<file path="config.mk">
export PLATFORM = sky130hd
export DESIGN_NAME = ga_run_controller
export DESIGN_NICKNAME = d
export VERILOG_FILES = /design/src/rtl/ga_ctrl_pkg.sv /design/src/rtl/rising_edge_detect.sv /design/src/rtl/ga_run_controller.sv
export SDC_FILE = /design/constraint.sdc
export NUM_CORES = 1
export LEC_CHECK = 0
export ABC_CLOCK_PERIOD_IN_PS = 6150
export CAP_MARGIN = 15
export CELL_PAD_IN_SITES_DETAIL_PLACEMENT = 0
export CELL_PAD_IN_SITES_GLOBAL_PLACEMENT = 2
export CORE_MARGIN = 5
export CORE_UTILIZATION = 26
export DETAILED_ROUTE_END_ITERATION = 10
export PLACE_DENSITY = 0.87
export SLEW_MARGIN = 15
export SYNTH_ARGS = -nofsm -noshare
export SYNTH_HDL_FRONTEND = slang
export SYNTH_SLANG_ARGS = --single-unit
</file>
<file path="constraint.sdc">
create_clock -name clk -period 6.15 [get_ports clk]
set_clock_uncertainty 0.05 [all_clocks]
set_input_delay 0.615 -clock clk [delete_from_list [all_inputs] [get_ports clk]]
set_output_delay 0.615 -clock clk [all_outputs]
set_load 0.01 [all_outputs]
</file>
<file path="src/rtl/ga_ctrl_pkg.sv">
// Shared state encoding and serial package field layout for the GA run controller.
package ga_ctrl_pkg;

  typedef enum logic [2:0] {
    IDLE,
    GARST,
    RUN,
    REPORT,
    WAIT_ACK,
    WAIT_TX
  } ga_state_e;

  // RX package split: origin in the upper word, objetive in the lower word
  localparam int RxWidth      = 64;
  localparam int RxFieldWidth = 32;
  localparam int OriginLsb    = 32;
  localparam int ObjetiveLsb  = 0;

  // TX result word: {zero pad, bestError, genCount, bestIndividual}, LSB first
  localparam int TxWidth         = 64;
  localparam int TxIndividualLsb = 0;

  function automatic int tx_gen_lsb(input int ind_w);
    return TxIndividualLsb + ind_w;
  endfunction

  function automatic int tx_err_lsb(input int ind_w, input int gen_w);
    return TxIndividualLsb + ind_w + gen_w;
  endfunction

  function automatic int tx_pad_width(input int err_w, input int gen_w, input int ind_w);
    return TxWidth - err_w - gen_w - ind_w;
  endfunction

endpackage

</file>
<file path="src/rtl/rising_edge_detect.sv">
// Registers the input once and flags a 0->1 transition for one clock.
module rising_edge_detect (
  input  logic clk,
  input  logic rst,
  input  logic sig_i,
  output logic pulse_o
);

  logic prev_q;

  always_ff @(posedge clk) begin
    if (rst) begin
      prev_q <= 1'b0;
    end else begin
      prev_q <= sig_i;
    end
  end

  assign pulse_o = sig_i & ~prev_q;

endmodule

</file>
<file path="src/rtl/ga_run_controller.sv">
// One GA run per RX package: pop, hold GA in reset, count generations, report. Final report
// waits for TX idle; `GA_PERIODIC_REPORT_EN adds best-effort snapshots every 2**ReportShift gens.
module ga_run_controller
  import ga_ctrl_pkg::*;
#(
  parameter int                         ImageWidth      = 8,
  parameter int                         ImageHeight     = 4,
  parameter int                         ErrorWidth      = $clog2(ImageWidth * ImageHeight),
  parameter int                         IndividualWidth = 32,
  parameter int                         GenCounterWidth = 16,
  parameter logic [GenCounterWidth-1:0] MaxGenerations  = {GenCounterWidth{1'b1}},
  parameter int                         ResetCycles     = 2,
  parameter int                         ReportShift     = 8
) (
  input  logic                               clk,
  input  logic                               rst,
  input  logic [RxWidth-1:0]                 rxData,
  input  logic                               rxVoid,
  output logic                               rxPull,
  output logic [ImageWidth*ImageHeight-1:0]  origin,
  output logic [ImageWidth*ImageHeight-1:0]  objetive,
  output logic                               gaRst,
  input  logic                               gaCycle,
  input  logic [ErrorWidth-1:0]              bestError,
  input  logic [IndividualWidth-1:0]         bestIndividual,
  output logic [TxWidth-1:0]                 txData,
  output logic                               txStart,
  input  logic                               txBusy,
  output logic                               finish,
  output logic                               timeout,
  output logic [GenCounterWidth-1:0]         genCount
);

  localparam int Pixels     = ImageWidth * ImageHeight;
  localparam int CntWidth   = $clog2(ResetCycles + 1);
  localparam int TxGenLsb   = tx_gen_lsb(IndividualWidth);
  localparam int TxErrLsb   = tx_err_lsb(IndividualWidth, GenCounterWidth);
  localparam int TxPadWidth = tx_pad_width(ErrorWidth, GenCounterWidth, IndividualWidth);

  if (TxPadWidth < 0) begin : g_bad_tx_width
    $error("ga_run_controller: txData fields exceed 64 bits");
  end
  if (Pixels > RxFieldWidth) begin : g_bad_image
    $error("ga_run_controller: image does not fit a 32-bit package field");
  end
  if (ResetCycles < 1) begin : g_bad_reset_cycles
    $error("ga_run_controller: ResetCycles must be at least 1");
  end
  if (ReportShift < 1 || ReportShift > GenCounterWidth) begin : g_bad_report_shift
    $error("ga_run_controller: ReportShift out of range");
  end

  function automatic logic [TxWidth-1:0] pack_tx(
    input logic [ErrorWidth-1:0]      err,
    input logic [GenCounterWidth-1:0] gen,
    input logic [IndividualWidth-1:0] ind
  );
    logic [TxWidth-1:0] w;
    w = '0;
    w[TxIndividualLsb +: IndividualWidth] = ind;
    w[TxGenLsb +: GenCounterWidth]        = gen;
    w[TxErrLsb +: ErrorWidth]             = err;
    return w;
  endfunction

  ga_state_e                state_q, state_d;
  logic [Pixels-1:0]        origin_q, origin_d;
  logic [Pixels-1:0]        objetive_q, objetive_d;
  logic [TxWidth-1:0]       tx_data_q, tx_data_d;
  logic                     tx_start_q, tx_start_d;
  logic                     finish_q, finish_d;
  logic                     timeout_q, timeout_d;
  logic [GenCounterWidth-1:0] gen_q, gen_d;
  logic [GenCounterWidth-1:0] gen_inc;
  logic [CntWidth-1:0]      rst_cnt_q, rst_cnt_d;
  logic [ErrorWidth-1:0]    res_err_q, res_err_d;
  logic [IndividualWidth-1:0] res_ind_q, res_ind_d;
  logic                     gen_evt;
  logic                     rx_pull;
  logic                     ga_rst;

  rising_edge_detect u_gen_edge (
    .clk     (clk),
    .rst     (rst),
    .sig_i   (gaCycle),
    .pulse_o (gen_evt)
  );

  assign gen_inc = gen_q + GenCounterWidth'(1);

  always_comb begin
    state_d    = state_q;
    origin_d   = origin_q;
    objetive_d = objetive_q;
    tx_data_d  = tx_data_q;
    tx_start_d = 1'b0;
    finish_d   = finish_q;
    timeout_d  = timeout_q;
    gen_d      = gen_q;
    rst_cnt_d  = rst_cnt_q;
    res_err_d  = res_err_q;
    res_ind_d  = res_ind_q;
    rx_pull    = 1'b0;
    ga_rst     = 1'b1;

    case (state_q)
      IDLE: begin
        if (!rxVoid) begin
          rx_pull    = 1'b1;
          origin_d   = rxData[OriginLsb +: Pixels];
          objetive_d = rxData[ObjetiveLsb +: Pixels];
          finish_d   = 1'b0;
          timeout_d  = 1'b0;
          gen_d      = '0;
          rst_cnt_d  = CntWidth'(ResetCycles);
          state_d    = GARST;
        end
      end

      GARST: begin
        rst_cnt_d = rst_cnt_q - CntWidth'(1);
        if (rst_cnt_q == CntWidth'(1)) begin
          state_d = RUN;
        end
      end

      RUN: begin
        ga_rst = 1'b0;
        if (gen_evt) begin
          if (bestError == '0) begin
            finish_d  = 1'b1;
            res_err_d = bestError;
            res_ind_d = bestIndividual;
            state_d   = REPORT;
          end else if (gen_q == MaxGenerations) begin
            finish_d  = 1'b1;
            timeout_d = 1'b1;
            res_err_d = bestError;
            res_ind_d = bestIndividual;
            state_d   = REPORT;
          end else begin
            gen_d = gen_inc;
`ifdef GA_PERIODIC_REPORT_EN
            if (gen_inc[ReportShift-1:0] == '0 && !txBusy) begin
              tx_data_d  = pack_tx(bestError, gen_inc, bestIndividual);
              tx_start_d = 1'b1;
            end
`endif
          end
        end
      end

      // Result is captured at the final event: the GA is held in reset from here on,
      // so its live outputs are no longer meaningful.
      REPORT: begin
        if (!txBusy) begin
          tx_data_d  = pack_tx(res_err_q, gen_q, res_ind_q);
          tx_start_d = 1'b1;
          state_d    = WAIT_ACK;
        end
      end

      WAIT_ACK: begin
        if (txBusy) begin
          state_d = WAIT_TX;
        end
      end

      WAIT_TX: begin
        if (!txBusy) begin
          state_d = IDLE;
        end
      end

      default: state_d = IDLE;
    endcase
  end

  always_ff @(posedge clk) begin
    if (rst) begin
      state_q    <= IDLE;
      origin_q   <= '0;
      objetive_q <= '0;
      tx_data_q  <= '0;
      tx_start_q <= 1'b0;
      finish_q   <= 1'b0;
      timeout_q  <= 1'b0;
      gen_q      <= '0;
      rst_cnt_q  <= '0;
      res_err_q  <= '0;
      res_ind_q  <= '0;
    end else begin
      state_q    <= state_d;
      origin_q   <= origin_d;
      objetive_q <= objetive_d;
      tx_data_q  <= tx_data_d;
      tx_start_q <= tx_start_d;
      finish_q   <= finish_d;
      timeout_q  <= timeout_d;
      gen_q      <= gen_d;
      rst_cnt_q  <= rst_cnt_d;
      res_err_q  <= res_err_d;
      res_ind_q  <= res_ind_d;
    end
  end

  // Pop strobe is combinational so it lines up with the queue head being latched.
  assign rxPull   = rx_pull & ~rst;
  assign gaRst    = ga_rst | rst;
  assign origin   = origin_q;
  assign objetive = objetive_q;
  assign txData   = tx_data_q;
  assign txStart  = tx_start_q;
  assign finish   = finish_q;
  assign timeout  = timeout_q;
  assign genCount = gen_q;

endmodule

</file>
==> results.md, run 1 <==
- Cell taking the most area after synthesis: dfxtp_1
- Reg-to-reg slack, setup: approximately 3.7 ns
- Worst setup SP type: flop
- Buffers on Ports: 243
- R2R Path End: genCount[10]
- Critical path startpoint: state_q[1]
- Crit path largest cell delay: 0.61 ns
- DIE WIDTH: 171 um
- Via density per instance: 4.45
- Synth cell types: 48
- Post-Syn Instances: 812
- Slowest stage cell on the critical path: dfxtp_1
- Sequential area share after synthesis: 0.531
- Lkg Pwr: 3.82 nW
- Gr ovfl total: 0
- Clock share of power: 0.443
- Synth top cells by count: nand2_1, dfxtp_1, a21oi_1, nor2_1, clkbuf_1
- Nets: 1,133
- Ys flop type: dfxtp_1
- Core area: around 26,000 um^2
- CTS buffer count: 17
- Resized Gates After CTS: 0
- Remaining routing DRC violations: 0
- Final setup violating endpoints: 0
- Int Pwr: 0.00202 W
- Synthesized area: 6750 um^2
- Hold/Removal Path Class: reg -> reg
- GP Congestion: roughly 0.74
- CP Max Fanout: 15
- Slew HR: 0.273
- Initial Util: 0.261
- Number of synthesized flops with an enable pin: 0
- Root Buffer: clkbuf_16
- GRT Util Overall: 0.141
- Total I/O pin count: 255
- Die area: between 20,000 and 30,000 um^2
- Pwr Density: approximately 260 nW/um^2
- P_sw: between 0.0006 and 0.0007 W
- Least-Margin Pin Slew: ~1.1 ns
- Final Hold Viols: 0
- Pins Over Slew Limit: 0
- H-tree Lvls: 4
- Yosys warnings: 0
- ANT nets after route: 0
- First-pass GRT wire length: approximately 33,000 um
- Max Fclk: 344 MHz
- Tmin final: ~2.9 ns
- Critical path endpoint category: output pin
- R2r startpoint: state_q[1]
- Setup Total Neg Slack: 0 ns
- Clock sinks: 179
- Detailed placer's ending HPWL: between 10,000 and 15,000 um
- Combinational Power Share: 0.099
- Synthesis-stage register bit count: 179
- Num rows: 59
- Flop pwr share: 0.458
- Sw Ratio: 0.234
- Ys async rst share: 0
- Fraction of layout cells with a size suffix above 1: 0.0531
- Arr. time, crit path: approximately 2.2 ns
- Number of global-route vias before repair: 5,789
- Post-Route Utilization: 0.387
- WS Path Type: reg -> out
- Total number of vias: 6,102
- Clock slew at reported path FFs: around 0.070 ns
- Syn-to-layout area delta: 48.1%
- Die Ht: around 170 um
- Clock tree buffer depth: 2
- Count leader, synth: nand2_1
- DRT Pass-1 Iters: 4
- Clock Latency Late Sink: 0.42 ns
- Hold worst-path end: txData[29]
- RSZ-0062 raised after global routing: no
- Drt wl/cell: 15.7 um
- Setup bufs post-CTS: 0
- Status: finished clean
- FILL cells: 2,696
- Tcrit/Tclk final: 0.473
- Routed WL: 21,500 um
- Top post-synthesis cells by area: dfxtp_1, nand2_1, a21oi_1, mux2i_1, nor2_1
- # diodes: 0
- Initial antenna violation count: 0
- Cells on Worst Hold Path: 2
- Post-Synthesis Mean Instance Area: about 8.3 um^2
- Critical Path RT: 5.48 ns
- Crit path buf inv count: 2
- Hold-fix buffers, CTS: 0
- Largest net degree at the start of global routing: slightly below 70
- Post-synth top area share: 0.531
- Min-delay src: res_ind_q[29]
- Number of cells on the worst reg-to-reg path: 5
- MaxCap Viol Count: 0
- Iter 0 DRT Violations: 317
- Peak supply drop: 0.152 mV
- TritonCTS clock tree: done
- Ordered cell list for the critical path: or3b_4 -> nor2_8 -> inv_4 -> clkdlybuf4s50_1
- Worst path top cell family by delay: simple AND/OR/NAND/NOR gates
[state kept, by name, summed over array words and instances (netlist names)]
register,count
txData,53
objetive,32
origin,32
res_ind_q,32
genCount,16
res_err_q,5
state_q,3
rst_cnt_q,2
finish,1
timeout,1
txStart,1
u_gen_edge.prev_q,1
[cell usage in the layout (no fill, tap or decap), types with 7 or more instances in the layout]
cell	Yosys	routed
dfxtp_1	179	179
nor2_1	54	54
clkdlybuf4s50_1	0	242
conb_1	1	11
buf_4	14	7
o21ai_0	11	10
nor3_1	10	10
a21oi_1	129	129
mux2i_1	37	37
nand2_1	250	248
nand3_1	8	8
clkbuf_16	0	17
[worst register-to-register path, cell delays in order (launching register included)]
cell and delay, ns:
dfxtp_1 0.61, nor4_2 0.10, buf_4 0.36, a211oi_1 0.95
o21ai_0 0.21, o41ai_1 0.11
[layer usage]
metal / routed length (um) / vias to the layer above / global-route usage / part of all wire
met5: 0 / - / 0 / 0
met4: 470 / 0 / 0.0465 / 0.022
met3: 1310 / 25 / 0.0395 / 0.061
met2: 10100 / 155 / 0.227 / 0.47
met1: 9630 / 2829 / 0.183 / 0.45
li1: - / 3093 / - / -
[power groups by stage]
| stage | combinational (W) | sequential [W] | clock (W) |
|---|---|---|---|
| after floorplan | 0.000103 | 0.00125 | 0 |
| after global placement | 0.000265 | 0.00123 | 0 |
| after detailed placement | 0.000265 | 0.00123 | 0 |
| after CTS | 0.000266 | 0.00121 | 0.00121 |
| after global routing | 0.000286 | 0.00121 | 0.00126 |
| final | 0.000261 | 0.00121 | 0.00117 |
[final cells by class]
| class | count | area, um^2 | share of cell area |
|---|---|---|---|
| sequential | 179 | 3580 | 0.358 |
| multi-input combinational | 573 | 2880 | 0.288 |
| timing repair buffer | 250 | 2490 | 0.249 |
| clock buffer | 18 | 439 | 0.0439 |
| tap | 335 | 419 | 0.0419 |
| clock inverter | 12 | 180 | 0.0180 |
| inverter | 4 | 17.5 | 0.00175 |
[worst max path at each step]
stage                              end  slack [ns]  cells past startpoint
final                            gaRst        3.24                      4
after global routing             gaRst        3.09                      4
after CTS                        gaRst        3.20                      4
after detailed placement  genCount[10]        3.11                      6
after global placement     genCount[5]        3.16                      6
after floorplan                 rxPull        4.07                      4
[cells by family (layout without fill, tap and decap cells)]
group / after synthesis / count (layout) / share of synthesized area
other: 1 / 11 / 0.000555
and+or+nand+nor: 356 / 356 / 0.222
AOI/OAI and AO/OA: 166 / 166 / 0.135
adders and majority gates: 2 / 2 / 0.00371
muxes: 38 / 38 / 0.0565
DFF: 179 / 179 / 0.531
buffers and inverters: 70 / 284 / 0.0523
[stage by stage]
step                      hold slack, ns  total power, W  cell area [um^2]  setup slack, ns  instances
after floorplan                    0.382         0.00135              6790             4.07        822
final                              0.399         0.00264             10000             3.24       1371
after global routing               0.418         0.00276             10000             3.09       1371
after global placement             0.390         0.00150              9380             3.16       1341
after detailed placement           0.392         0.00150              9380             3.11       1341
after CTS                          0.401         0.00268             10000             3.20       1371
Power figures use the tool's default switching activity.
==> run 2, diff against run 1 <==
--- a/config.mk
+++ b/config.mk
@@ -5,14 +5,14 @@
 export SDC_FILE = /design/constraint.sdc
 export NUM_CORES = 1
 export LEC_CHECK = 0
-export ABC_CLOCK_PERIOD_IN_PS = 6150
+export ABC_CLOCK_PERIOD_IN_PS = 2700
 export CAP_MARGIN = 15
 export CELL_PAD_IN_SITES_DETAIL_PLACEMENT = 0
 export CELL_PAD_IN_SITES_GLOBAL_PLACEMENT = 2
 export CORE_MARGIN = 5
-export CORE_UTILIZATION = 26
+export CORE_UTILIZATION = 24
 export DETAILED_ROUTE_END_ITERATION = 10
-export PLACE_DENSITY = 0.87
+export PLACE_DENSITY = 0.81
 export SLEW_MARGIN = 15
 export SYNTH_ARGS = -nofsm -noshare
 export SYNTH_HDL_FRONTEND = slang
==> constraint.sdc (replaced) <==
create_clock -name clk -period 2.7 [get_ports clk]
set_clock_uncertainty 0.05 [all_clocks]
set_input_delay 0.27 -clock clk [delete_from_list [all_inputs] [get_ports clk]]
set_output_delay 0.27 -clock clk [all_outputs]
set_load 0.01 [all_outputs]
==> run 2 against run 1 <==
Against the previous run: sequential share of layout area down 0.77 points; sequential power up 130%; setup slack worse by 3.0 ns; die area up 7.8%; register-to-register slack worse by 3.4 ns.
==> results.md, run 2 (same netlist as run 1, synthesis figures left out) <==
- Status: finished clean
- Iter 0 DRT Violations: 255
- Buffers on Ports: 243
- Core area: 27,800 um^2
- Gr ovfl total: 0
- Tcrit/Tclk final: 0.894
- Reg-to-reg slack, setup: 0.29 ns
- Num rows: 61
- Number of global-route vias before repair: 5,903
- MaxCap Viol Count: 0
- Initial antenna violation count: 0
- Hold/Removal Path Class: in -> reg
- Routed WL: 22,400 um
- Area of the multi-input gates: ~2900 um^2
- First-pass GRT wire length: between 30,000 and 40,000 um
- Die Ht: 178 um
- FF+latch area: 3580 um^2
- Most common cell after layout, fill and taps aside: nand2_1
- Arr. time, crit path: around 2.7 ns
- Initial Util: 0.243
- Largest net degree at the start of global routing: 87
- ANT nets after route: 0
- Least-Margin Pin Slew: 0.743 ns
- CTS buffer count: 17
- Drt wl/cell: 15.6 um
- Hold worst-path end: res_err_q[2]
- Root Buffer: clkbuf_16
- Post-Route Utilization: 0.368
- GRT Util Overall: 0.138
- GP Congestion: 0.800
- Clock tree buffer depth: 2
- Lkg Pwr: 3.91 nW
- Worst setup SP type: flop
- Die area: 31,600 um^2
- Number of cells on the worst reg-to-reg path: 6
- # diodes: 0
- Tmin final: about 2.4 ns
- Fraction of layout cells with a size suffix above 1: 0.0691
- DRT Pass-1 Iters: 4
- Critical Path RT: 2.96 ns
- Flip-flop count of the largest register after layout: 53
- Detailed placer's ending HPWL: 15,500 um
- Hold-fix buffers, CTS: 0
- Slew HR: 0.504
- Via density per instance: about 4.3
- Clock slew at reported path FFs: 0.07 ns
- Clock sinks: 179
- H-tree Lvls: 4
- TritonCTS clock tree: done
- Critical path endpoint category: flop
- Nets: 1,152
- Total number of vias: 6,098
- Cells on Worst Hold Path: 2
- R2r startpoint: genCount[0]
- Syn-to-layout area delta: 51.4%
- Most frequent cells in the layout: nand2_1, clkdlybuf4s50_1, dfxtp_1
- Final Hold Viols: 0
- Max Fclk: 414 MHz
- Peak supply drop: 0.293 mV
- Resized Gates After CTS: 0
- Final setup violating endpoints: 0
- Pwr Density: 566 nW/um^2
- Clock Latency Late Sink: between 0.4 and 0.5 ns
- Min-delay src: rst
- Remaining routing DRC violations: 0
- WS Path Type: reg -> reg
- R2R Path End: genCount[14]
- Setup Total Neg Slack: 0 ns
- CP Max Fanout: 5
- RSZ-0062 raised after global routing: no
- Setup bufs post-CTS: 0
- DIE WIDTH: 178 um
- FILL cells: 2,957
- Total I/O pin count: 255
- Pins Over Slew Limit: 0
-- run 2: cell types whose count changed in the layout (fill, tap and decap cells not counted) --
cell        before  now
bufinv_16        4    1
buf_12           0    7
clkinv_2         2    0
buf_4            7   19
clkbuf_8         1    0
clkbuf_1         0    2
clkinvlp_4       2    3
inv_6            3    4
clkinv_4         1    4
-- run 2: worst max-delay path, stage by stage, from the launching register on --
cell and delay [ns]:
dfxtp_1 0.36, ha_1 0.27, and4_1 0.26, and4_1 0.23, a211oi_1 0.57, nor2_1 0.24, a211o_1 0.34
-- run 2: through the flow --
step	hold slack, ns	area, um^2	total power [W]	setup slack, ns	instances
after detailed placement	0.395	9670	0.00344	0.297	1403
after global placement	0.390	9670	0.00344	0.347	1403
final	0.112	10200	0.00579	0.286	1434
after floorplan	0.348	6790	0.00307	0.659	822
after global routing	0.0942	10200	0.00606	0.142	1434
after CTS	0.0809	10200	0.00591	0.276	1434
-- run 2: layer usage --
layer,wire (um),GRT usage,vias to the layer above
met3,1160,0.0377,12
met1,10300,0.184,2819
met5,0,0,-
li1,-,-,3136
met4,248,0.0367,0
met2,10700,0.222,131
-- run 2: how the worst max path moves through the flow --
stage | to | depth (start not counted) | start | slack (ns)
4_1_cts | rxPull | 4 | state_q[0] | 0.28
3_5_place_dp | genCount[14] | 6 | genCount[0] | 0.30
5_1_grt | res_ind_q[0] | 7 | genCount[0] | 0.14
3_3_place_gp | res_ind_q[18] | 7 | bestError[3] | 0.35
6_report | genCount[14] | 6 | genCount[0] | 0.29
2_1_floorplan | res_ind_q[6] | 8 | genCount[0] | 0.66
-- run 2: layout make-up --
cell class / count / share of cell area
sequential: 179 / 0.351
multi-input combinational: 573 / 0.281
timing repair buffer: 269 / 0.266
tap: 378 / 0.0463
clock buffer: 19 / 0.0424
clock inverter: 12 / 0.0120
inverter: 4 / 0.00171
-- run 2: power by group --
group / switching (W) / leakage, nW / internal, W
combinational: 0.000291 / 2.20 / 0.000329
clock: 0.00113 / 0.261 / 0.00129
sequential: 0.0000386 / 1.45 / 0.00271
total: 0.00146 / 3.91 / 0.00433
